### config.mk
export PLATFORM = sky130hd
export DESIGN_NAME = note_sequencer
export DESIGN_NICKNAME = d
export VERILOG_FILES = /design/src/rtl/note_pkg.sv /design/src/rtl/note_fifo.sv /design/src/rtl/note_sequencer.sv
export SDC_FILE = /design/constraint.sdc
export NUM_CORES = 1
export LEC_CHECK = 0
export CAP_MARGIN = 20
export CORE_MARGIN = 4
export CORE_UTILIZATION = 40
export DETAILED_ROUTE_END_ITERATION = 10
export GPL_ROUTABILITY_DRIVEN = 0
export PLACE_DENSITY = 0.65
export SYNTH_ARGS = -nofsm -noshare
export SYNTH_HDL_FRONTEND = slang
export SYNTH_SLANG_ARGS = --single-unit
### constraint.sdc
create_clock -name clk -period 3.2 [get_ports clk]
set_clock_uncertainty 0.1 [all_clocks]
set_input_delay 0.32 -clock clk [delete_from_list [all_inputs] [get_ports clk]]
set_output_delay 0.32 -clock clk [all_outputs]
set_load 0.01 [all_outputs]
### src/rtl/note_pkg.sv
// Shared types and constants for the note sequencer: note width, rest code,
// sequencer state encoding and the pixel position that marks a frame start.
package note_pkg;

  localparam int NOTE_W = 6;
  localparam logic [NOTE_W-1:0] NOTE_REST = '0;

  localparam logic [10:0] FRAME_X0 = 11'd0;
  localparam logic [9:0]  FRAME_Y0 = 10'd0;

  typedef enum logic {
    IDLE = 1'b0,
    HOLD = 1'b1
  } state_t;

endpackage

### src/rtl/note_fifo.sv
// Synchronous show-ahead FIFO for pending note codes; head is valid whenever
// the FIFO is not empty. DEPTH must be a power of two so pointers wrap freely.
module note_fifo #(
  parameter int DEPTH = 4,
  parameter int W     = 6
) (
  input  logic         clk,
  input  logic         i_rst_n,
  input  logic         i_clear,
  input  logic         i_push,
  input  logic [W-1:0] i_data,
  input  logic         i_pop,
  output logic [W-1:0] o_head,
  output logic         o_full,
  output logic         o_empty
);

  localparam int PW = (DEPTH > 1) ? $clog2(DEPTH) : 1;

  logic [W-1:0]  r_mem [DEPTH];
  logic [PW-1:0] r_wr_ptr;
  logic [PW-1:0] r_rd_ptr;
  logic [PW:0]   r_count;
  logic          w_push;
  logic          w_pop;

  assign w_push = i_push && !o_full;
  assign w_pop  = i_pop && !o_empty;

  always_ff @(posedge clk) begin
    if (!i_rst_n || i_clear) begin
      r_wr_ptr <= '0;
      r_rd_ptr <= '0;
      r_count  <= '0;
    end else begin
      if (w_push) r_wr_ptr <= r_wr_ptr + 1'b1;
      if (w_pop)  r_rd_ptr <= r_rd_ptr + 1'b1;
      case ({w_push, w_pop})
        2'b10:   r_count <= r_count + 1'b1;
        2'b01:   r_count <= r_count - 1'b1;
        default: r_count <= r_count;
      endcase
    end
  end

  // Storage is not reset; only pointers and count define what is valid.
  always_ff @(posedge clk) begin
    if (i_rst_n && !i_clear && w_push) r_mem[r_wr_ptr] <= i_data;
  end

  assign o_head  = r_mem[r_rd_ptr];
  assign o_full  = (r_count == (PW + 1)'(DEPTH));
  assign o_empty = (r_count == '0);

endmodule

### src/rtl/note_sequencer.sv
// Feeds the past/current/future note display, shifting slots only at frame start.
// Optional build macro NOTE_SEQ_DEDUP_EN drops accepted notes repeating the last code.
module note_sequencer #(
  parameter int FIFO_DEPTH  = 4,
  parameter int HOLD_FRAMES = 30,
  parameter int NOTE_W      = note_pkg::NOTE_W
) (
  input  logic              clk,
  input  logic              reset,
  input  logic [10:0]       x,
  input  logic [9:0]        y,
  input  logic [NOTE_W-1:0] in_note,
  input  logic              in_valid,
  output logic              in_ready,
  input  logic              flush,
  output logic [NOTE_W-1:0] past,
  output logic [NOTE_W-1:0] current,
  output logic [NOTE_W-1:0] future,
  output logic              frame_tick,
  output logic              busy
);
  import note_pkg::*;

  localparam int HC_W = (HOLD_FRAMES > 1) ? $clog2(HOLD_FRAMES) : 1;
  localparam logic [HC_W-1:0] HC_LAST = HC_W'(HOLD_FRAMES - 1);

  state_t            r_state;
  logic [HC_W-1:0]   r_hold_cnt;
  logic [NOTE_W-1:0] r_past;
  logic [NOTE_W-1:0] r_current;
  logic [NOTE_W-1:0] r_future;
  logic              r_at_q;
  logic              r_frame_tick;
  logic              r_flush_pend;

  logic              w_at;
  logic              w_full;
  logic              w_empty;
  logic [NOTE_W-1:0] w_head;
  logic              w_accept;
  logic              w_dup;
  logic              w_push;
  logic              w_pop;
  logic              w_flush_any;
  logic              w_shift;
  logic [NOTE_W-1:0] w_new_future;

  assign w_at     = (x == FRAME_X0) && (y == FRAME_Y0);
  assign in_ready = !w_full;
  assign w_accept = in_valid && in_ready;

`ifdef NOTE_SEQ_DEDUP_EN
  logic [NOTE_W-1:0] r_last;

  always_ff @(posedge clk) begin
    if (!reset || flush) r_last <= NOTE_REST;
    else if (w_accept)   r_last <= in_note;
  end

  assign w_dup = (in_note == r_last);
`else
  assign w_dup = 1'b0;
`endif

  assign w_push      = w_accept && !w_dup && !flush;
  assign w_flush_any = flush || r_flush_pend;
  assign w_shift     = r_frame_tick && !w_flush_any &&
                       (((r_state == IDLE) && !w_empty) ||
                        ((r_state == HOLD) && (r_hold_cnt == HC_LAST)));
  assign w_pop        = w_shift && !w_empty;
  assign w_new_future = w_empty ? NOTE_REST : w_head;

  note_fifo #(
    .DEPTH (FIFO_DEPTH),
    .W     (NOTE_W)
  ) u_fifo (
    .clk     (clk),
    .i_rst_n (reset),
    .i_clear (flush),
    .i_push  (w_push),
    .i_data  (in_note),
    .i_pop   (w_pop),
    .o_head  (w_head),
    .o_full  (w_full),
    .o_empty (w_empty)
  );

  always_ff @(posedge clk) begin
    if (!reset) begin
      r_state      <= IDLE;
      r_hold_cnt   <= '0;
      r_past       <= NOTE_REST;
      r_current    <= NOTE_REST;
      r_future     <= NOTE_REST;
      r_at_q       <= 1'b0;
      r_frame_tick <= 1'b0;
      r_flush_pend <= 1'b0;
    end else begin
      r_at_q       <= w_at;
      r_frame_tick <= w_at && !r_at_q;
      if (flush) r_flush_pend <= 1'b1;
      if (r_frame_tick) begin
        // A pending flush wins over any shift scheduled for this frame.
        if (w_flush_any) begin
          r_past       <= NOTE_REST;
          r_current    <= NOTE_REST;
          r_future     <= NOTE_REST;
          r_hold_cnt   <= '0;
          r_state      <= IDLE;
          r_flush_pend <= 1'b0;
        end else if (w_shift) begin
          r_past     <= r_current;
          r_current  <= r_future;
          r_future   <= w_new_future;
          r_hold_cnt <= '0;
          if ((r_current == NOTE_REST) && (r_future == NOTE_REST) &&
              (w_new_future == NOTE_REST) && w_empty)
            r_state <= IDLE;
          else
            r_state <= HOLD;
        end else if (r_state == HOLD) begin
          r_hold_cnt <= r_hold_cnt + 1'b1;
        end
      end
    end
  end

  assign past       = r_past;
  assign current    = r_current;
  assign future     = r_future;
  assign frame_tick = r_frame_tick;
  assign busy       = (r_state == HOLD);

endmodule

Word level (Yosys, flattened, before mapping)
Memories as Yosys holds them, arrays and structs flattened. A register that Yosys moved wholly into a read port is not among the register bits.
Index checks and enable logic that the tools add are counted.
- latch bits: 0
- memory bits (writable): 24
- memory bits (read-only): 0
- memories kept: 1
- logic and storage cells: 79
- register bits: 34
- bits of input ports: 31
- muxes and demuxes: 21
- add/subtract/negate cells: 5
- divide/modulo/power cells: 0
- multipliers: 0
- reductions and logical operators: 36
- bitwise operators: 1
- equal/unequal tests: 4
- magnitude comparators: 0
- shift-type cells: 0
- memories (name ; words ; bits a word ; read ports ; clocked after memory_dff ; wr ports ; RTL line ; text):
    u_fifo.r_mem ; 4 ; 6 ; 1 ; 1 ; 1 ; note_fifo.sv:20 ; logic [W-1:0] r_mem [DEPTH];
- operators by type and width (kind ; number):
    6-bit 2-to-1 mux ; 7
    6-bit logical NOT ; 3
    1-bit logical AND ; 16
    5-bit 2-to-1 mux ; 3
    11-bit logical NOT ; 1
    10-bit logical NOT ; 1
    1-bit 2-to-1 mux ; 8
    1-bit logical NOT ; 6
    3-bit case mux with 2 select lines ; 1
    5-bit by 1-bit adder with 5-bit output (second input constant) ; 1
    5-bit == test (second input constant) ; 1
    2-bit by 1-bit adder with 2-bit output (second input constant) ; 2
    2-bit 2-to-1 mux ; 2
    2-bit AND reduction ; 2
    2-bit nonzero test ; 2
    3-bit by 1-bit adder with 3-bit output (second input constant) ; 1
    3-bit == test (second input constant) ; 1
    3-bit logical NOT ; 1
    1-bit logical OR ; 3
    3-bit nonzero test ; 1
    3-bit by 1-bit subtractor with 3-bit output (second input constant) ; 1
    2-bit by 1-bit == test with 1-bit output (second input constant) ; 1
    2-bit == test (second input constant) ; 1
    1-bit inverter ; 1

Longest topological paths before layout
- depth in word-level cells: 9
- mapped depth: 10
- gate-level depth less buffers: 10

Cells and area by module
Synthesis repeated with hierarchy kept, for this count alone.
- cells, all modules: 209
- area, all modules: 2573.7 µm²
- by module, submodules not included (module ; cells an instance ; area each (µm²) ; seq. area each (µm²) ; times used):
    note_fifo ; 86 ; 1363.8 ; 900.9 ; 1
    note_sequencer ; 123 ; 1209.9 ; 540.5 ; 1

Least setup slack after synthesis
Ideal clock, no wire load.
- kind: reg-to-reg
- start point: register u_fifo.r_count[2]
- end point: register u_fifo.r_count[2]
- slack: 0.741 ns
- setup time: 0.071 ns
- arrival: 2.289 ns
- required time: 3.029 ns
- cell stages (with the launch flop): 10
- cells stage by stage: dfxtp_1 or3b_2 nand2_1 or2_2 ha_1 inv_1 fa_1 xor2_1 or3_1 a21oi_1
- RTL lines (element ; RTL line ; text):
    from (decl) ; note_fifo.sv:23 ; logic [PW:0] r_count;
    from (signal assigned) ; note_fifo.sv:39 ; 2'b10: r_count <= r_count + 1'b1;
    from (signal assigned) ; note_fifo.sv:40 ; 2'b01: r_count <= r_count - 1'b1;
    from (signal assigned) ; note_fifo.sv:41 ; default: r_count <= r_count;
    3-bit == test (*) ; note_fifo.sv:52 ; assign o_full = (r_count == (PW + 1)'(DEPTH));
    1-bit logical NOT (*) ; note_sequencer.sv:49 ; assign in_ready = !w_full;
    net in_ready ; note_sequencer.sv:14 ; output logic in_ready,
    1-bit logical AND ; note_sequencer.sv:50 ; assign w_accept = in_valid && in_ready;
    1-bit logical AND ; note_sequencer.sv:65 ; assign w_push = w_accept && !w_dup && !flush;
    1-bit logical AND (*) ; note_fifo.sv:27 ; assign w_push = i_push && !o_full;
    2-bit by 1-bit == test with 1-bit output / 2-bit == test (equally long branches) ; note_fifo.sv:38 ; case ({w_push, w_pop})
    3-bit case mux with 2 select lines / 2-bit nonzero test (equally long branches) ; - ;
Mark *: on every way through the listed nets, which the timed path passes. The rest lies on a longest branch.
A chain may end at the register's enable or synchronous reset.

Worst setup path in the final report
- start point: register r_hold_cnt[0]
- end point: register u_fifo.r_count[2]
- cells in the longest elaborated chain, start to end: 8
- ends and longest elaborated chain (element ; RTL line ; text):
    from (decl) ; note_sequencer.sv:28 ; logic [HC_W-1:0] r_hold_cnt;
    from (signal assigned) ; note_sequencer.sv:122 ; r_hold_cnt <= r_hold_cnt + 1'b1;
    5-bit == test (*) ; note_sequencer.sv:69 ; ((r_state == HOLD) && (r_hold_cnt == HC_LAST)));
    1-bit logical AND (*) ; note_sequencer.sv:69 ;
    1-bit logical OR (*) ; note_sequencer.sv:68 ; (((r_state == IDLE) && !w_empty) ||
    1-bit logical AND (*) ; note_sequencer.sv:67 ; assign w_shift = r_frame_tick && !w_flush_any &&
    1-bit logical AND (*) ; note_sequencer.sv:70 ; assign w_pop = w_shift && !w_empty;
    1-bit logical AND (*) ; note_fifo.sv:28 ; assign w_pop = i_pop && !o_empty;
    net u_fifo.w_pop ; note_fifo.sv:25 ; logic w_pop;
    2-bit by 1-bit == test with 1-bit output / 2-bit == test (equally long branches) ; note_fifo.sv:38 ;
    3-bit case mux with 2 select lines / 2-bit nonzero test (equally long branches) ; - ;
Marks and branches as above.

==> results.cfg <==
[outcome]
status = finished, final reports clean

[critical_path]
startpoint_type = flip-flop
cp.arrival_ps = 2840
critPathMaxFanout = 5
cp.required_ps = 3370
endpoint_kind = flip-flop
crit_type = flip-flop to flip-flop

[cts]
clock_path_buffers = 2
clkTransAtPathRegs_ps = 70
cts_sinks = 60
htreeDepth = 3
postCtsSetupBuffers = 0
cts_tree = done
cts_resized = 0
clockRootBuffer = clkbuf_8
ctsHoldBuffers = 0
cts_buffers = 9
clkLatencyLatePin_ps = 340

[routing]
wire_per_inst_um = 14.6
drt_pre_antenna_iters = 4
drc = 0
via_per_inst = 5.24
vias = 1755
drt_iter0_markers = 71
ant_nets = 0
wl_mm = 4.88

[power]
max-vdd-ir-drop_mv = 0.404
power_mw = 1.55
p_leak_nw = 1.14
power.density_nw_per_um2 = 474

[yosys]
synth.distinct_cells = 47
syn_area_sq_um = 2480
avgSynthCellArea_sq_um = 12.6
syn-num-nets = 236
synth_edf_count = 24
ys_seq_area_share_pct = 58.2
synth_top_flop_cell = dfxtp_1
synth_cells = 197
ys_seq_elements = 60
synthArstFlopShare_pct = 0
yosysWarnings = 0

[placement]
hpwl_mm = 3.56
place_area_sq_um = 3060
portBuffers = 51

[die]
rows = 28
die_x_um = 86.7
die_h_um = 86.7
core_area_sq_um = 5960
die-area_sq_um = 7510
initial_core_util_pct = 41.6
ios = 52

[timing]
holdWs_ps = 280
finalSetupTns_ps = 0
period_minus_slack_ps = 2670
min_period_over_period_pct = 83.5
rsz0062_at_grt = no
relSlewSlack_pct = 54.1
slew_viol_final = 0
hold_viol_final = 0
finalSetupViolations = 0
tightest_slew_ps = 682
fmax_mhz = 374

[cells_and_area]
nFillCells = 515
multiInputGateArea_sq_um = 947
area_delta_synth_final_pct = 31.7
drive_above_1_share_pct = 15.0
n_antenna_cell = 0
fin_nets = 294
regArea_sq_um = 1440
final_area_sq_um = 3260

[global_route]
grt-ovfl-total = 0
grt_pass1_wl_mm = 8.23
grt_usage_pct = 14.5
grt_max_degree = 20
first_global_vias = 1726
antenna_found_initial = 0

[hold_path]
hp-class = flip-flop to flip-flop

[run]
timing.max_cap.violations = 0
-- per-stage QoR --
| stage | utilization (%) | std cells | setup WS (ps) |
|---|---|---|---|
| final | 54.7 | 335 | 529 |
| after global routing | 54.7 | 335 | 317 |
| after CTS | 54.7 | 335 | 515 |
| after detailed placement | 51.4 | 319 | 299 |
| after global placement | 51.4 | 319 | 372 |
| after floorplan | - | 197 | 741 |
-- metal layers --
layer	up-vias	part of all wire, %	wire length (um)	track usage (%)
li1	864	-	-	-
met1	846	43	2120	17.5
met2	39	50	2440	22.7
met3	6	5.0	243	6.27
met4	0	1.5	74	5.81
met5	-	0	0	0
-- flip-flops by register name, summed over array words and instances (netlist names), named ones only --
signal	flops
r_flush_pend	1
r_hold_cnt	5
u_fifo.r_count	3
past	6
current	6
busy	1
u_fifo.r_wr_ptr	2
u_fifo.r_mem	24
r_at_q	1
future	6
frame_tick	1
u_fifo.r_rd_ptr	2
-- report_power, final --
part	total, mW	internal, mW	switching, mW
registers	0.803	0.800	0.00301
clock network	0.668	0.362	0.305
logic	0.0767	0.0450	0.0317
-- cell usage after synthesis (2+ instances only) --
master | count | area [sq um]
dfxtp_1 | 36 | 721
edfxtp_1 | 24 | 721
inv_1 | 14 | 52.6
nor2_1 | 12 | 45.0
a22o_1 | 8 | 70.1
nor4_1 | 8 | 50.1
ha_1 | 7 | 87.6
o21ai_0 | 7 | 35.0
a21oi_1 | 6 | 30.0
a22o_2 | 6 | 60.1
mux4_2 | 6 | 135
nand2_1 | 6 | 22.5
and2_1 | 5 | 31.3
nand3_1 | 5 | 25.0
o2bb2ai_1 | 5 | 43.8
clkbuf_1 | 3 | 11.3
a311oi_1 | 2 | 17.5
nand2b_1 | 2 | 12.5
nand4_1 | 2 | 12.5
or2_2 | 2 | 12.5
or3_1 | 2 | 12.5
or4_1 | 2 | 15.0
xnor2_1 | 2 | 17.5
xor2_1 | 2 | 17.5
-- path summary, 6_finish.rpt --
| kind | from | endpoint | slack [ps] | cells after the start |
|---|---|---|---|---|
| max reg2reg | r_hold_cnt[0] | u_fifo.r_count[2] | 530 | 9 |
| min | r_at_q | frame_tick | 280 | 1 |
| min reg2reg | r_at_q | frame_tick | 280 | 1 |
| max | r_hold_cnt[0] | u_fifo.r_count[2] | 530 | 9 |
-- worst max-delay path: stages, from the launching register on --
cell and delay, ps:
dfxtp_1 390, ha_1 220, nand4_2 180, a211oi_1 430, ha_1 260, inv_1 60
fa_1 370, xor2_1 150, or3_1 300, a21oi_1 140
-- area by class of cell --
type | count | share of cell area (%)
Inverter | 14 | 1.61
Timing Repair Buffer | 53 | 16.1
Tap cell | 75 | 2.88
Multi-Input combinational cell | 117 | 29.0
Sequential cell | 60 | 44.2
Clock inverter | 7 | 2.34
Clock buffer | 9 | 3.80
-- logic make-up (layout without fill, tap and decap cells) --
logic type	count (synthesis)	after routing	synth area share, %
buf+inv	20	83	3.54
compound gates	41	41	13.1
mux	7	7	5.91
flops	60	60	58.2
fa+ha+maj	8	8	4.35
xor+xnor	4	4	1.42
simple gates	57	57	13.5
-- cells in the final DEF, fill, tap and decap left out, types with 7 or more instances in the layout --
cell / n
nor2_1: 12
clkbuf_8: 9
dfxtp_1: 36
clkdlybuf4s50_1: 51
a22o_1: 8
nor4_1: 8
edfxtp_1: 24
inv_1: 14
ha_1: 7
o21ai_0: 7
(Power assumes the default switching activity.)
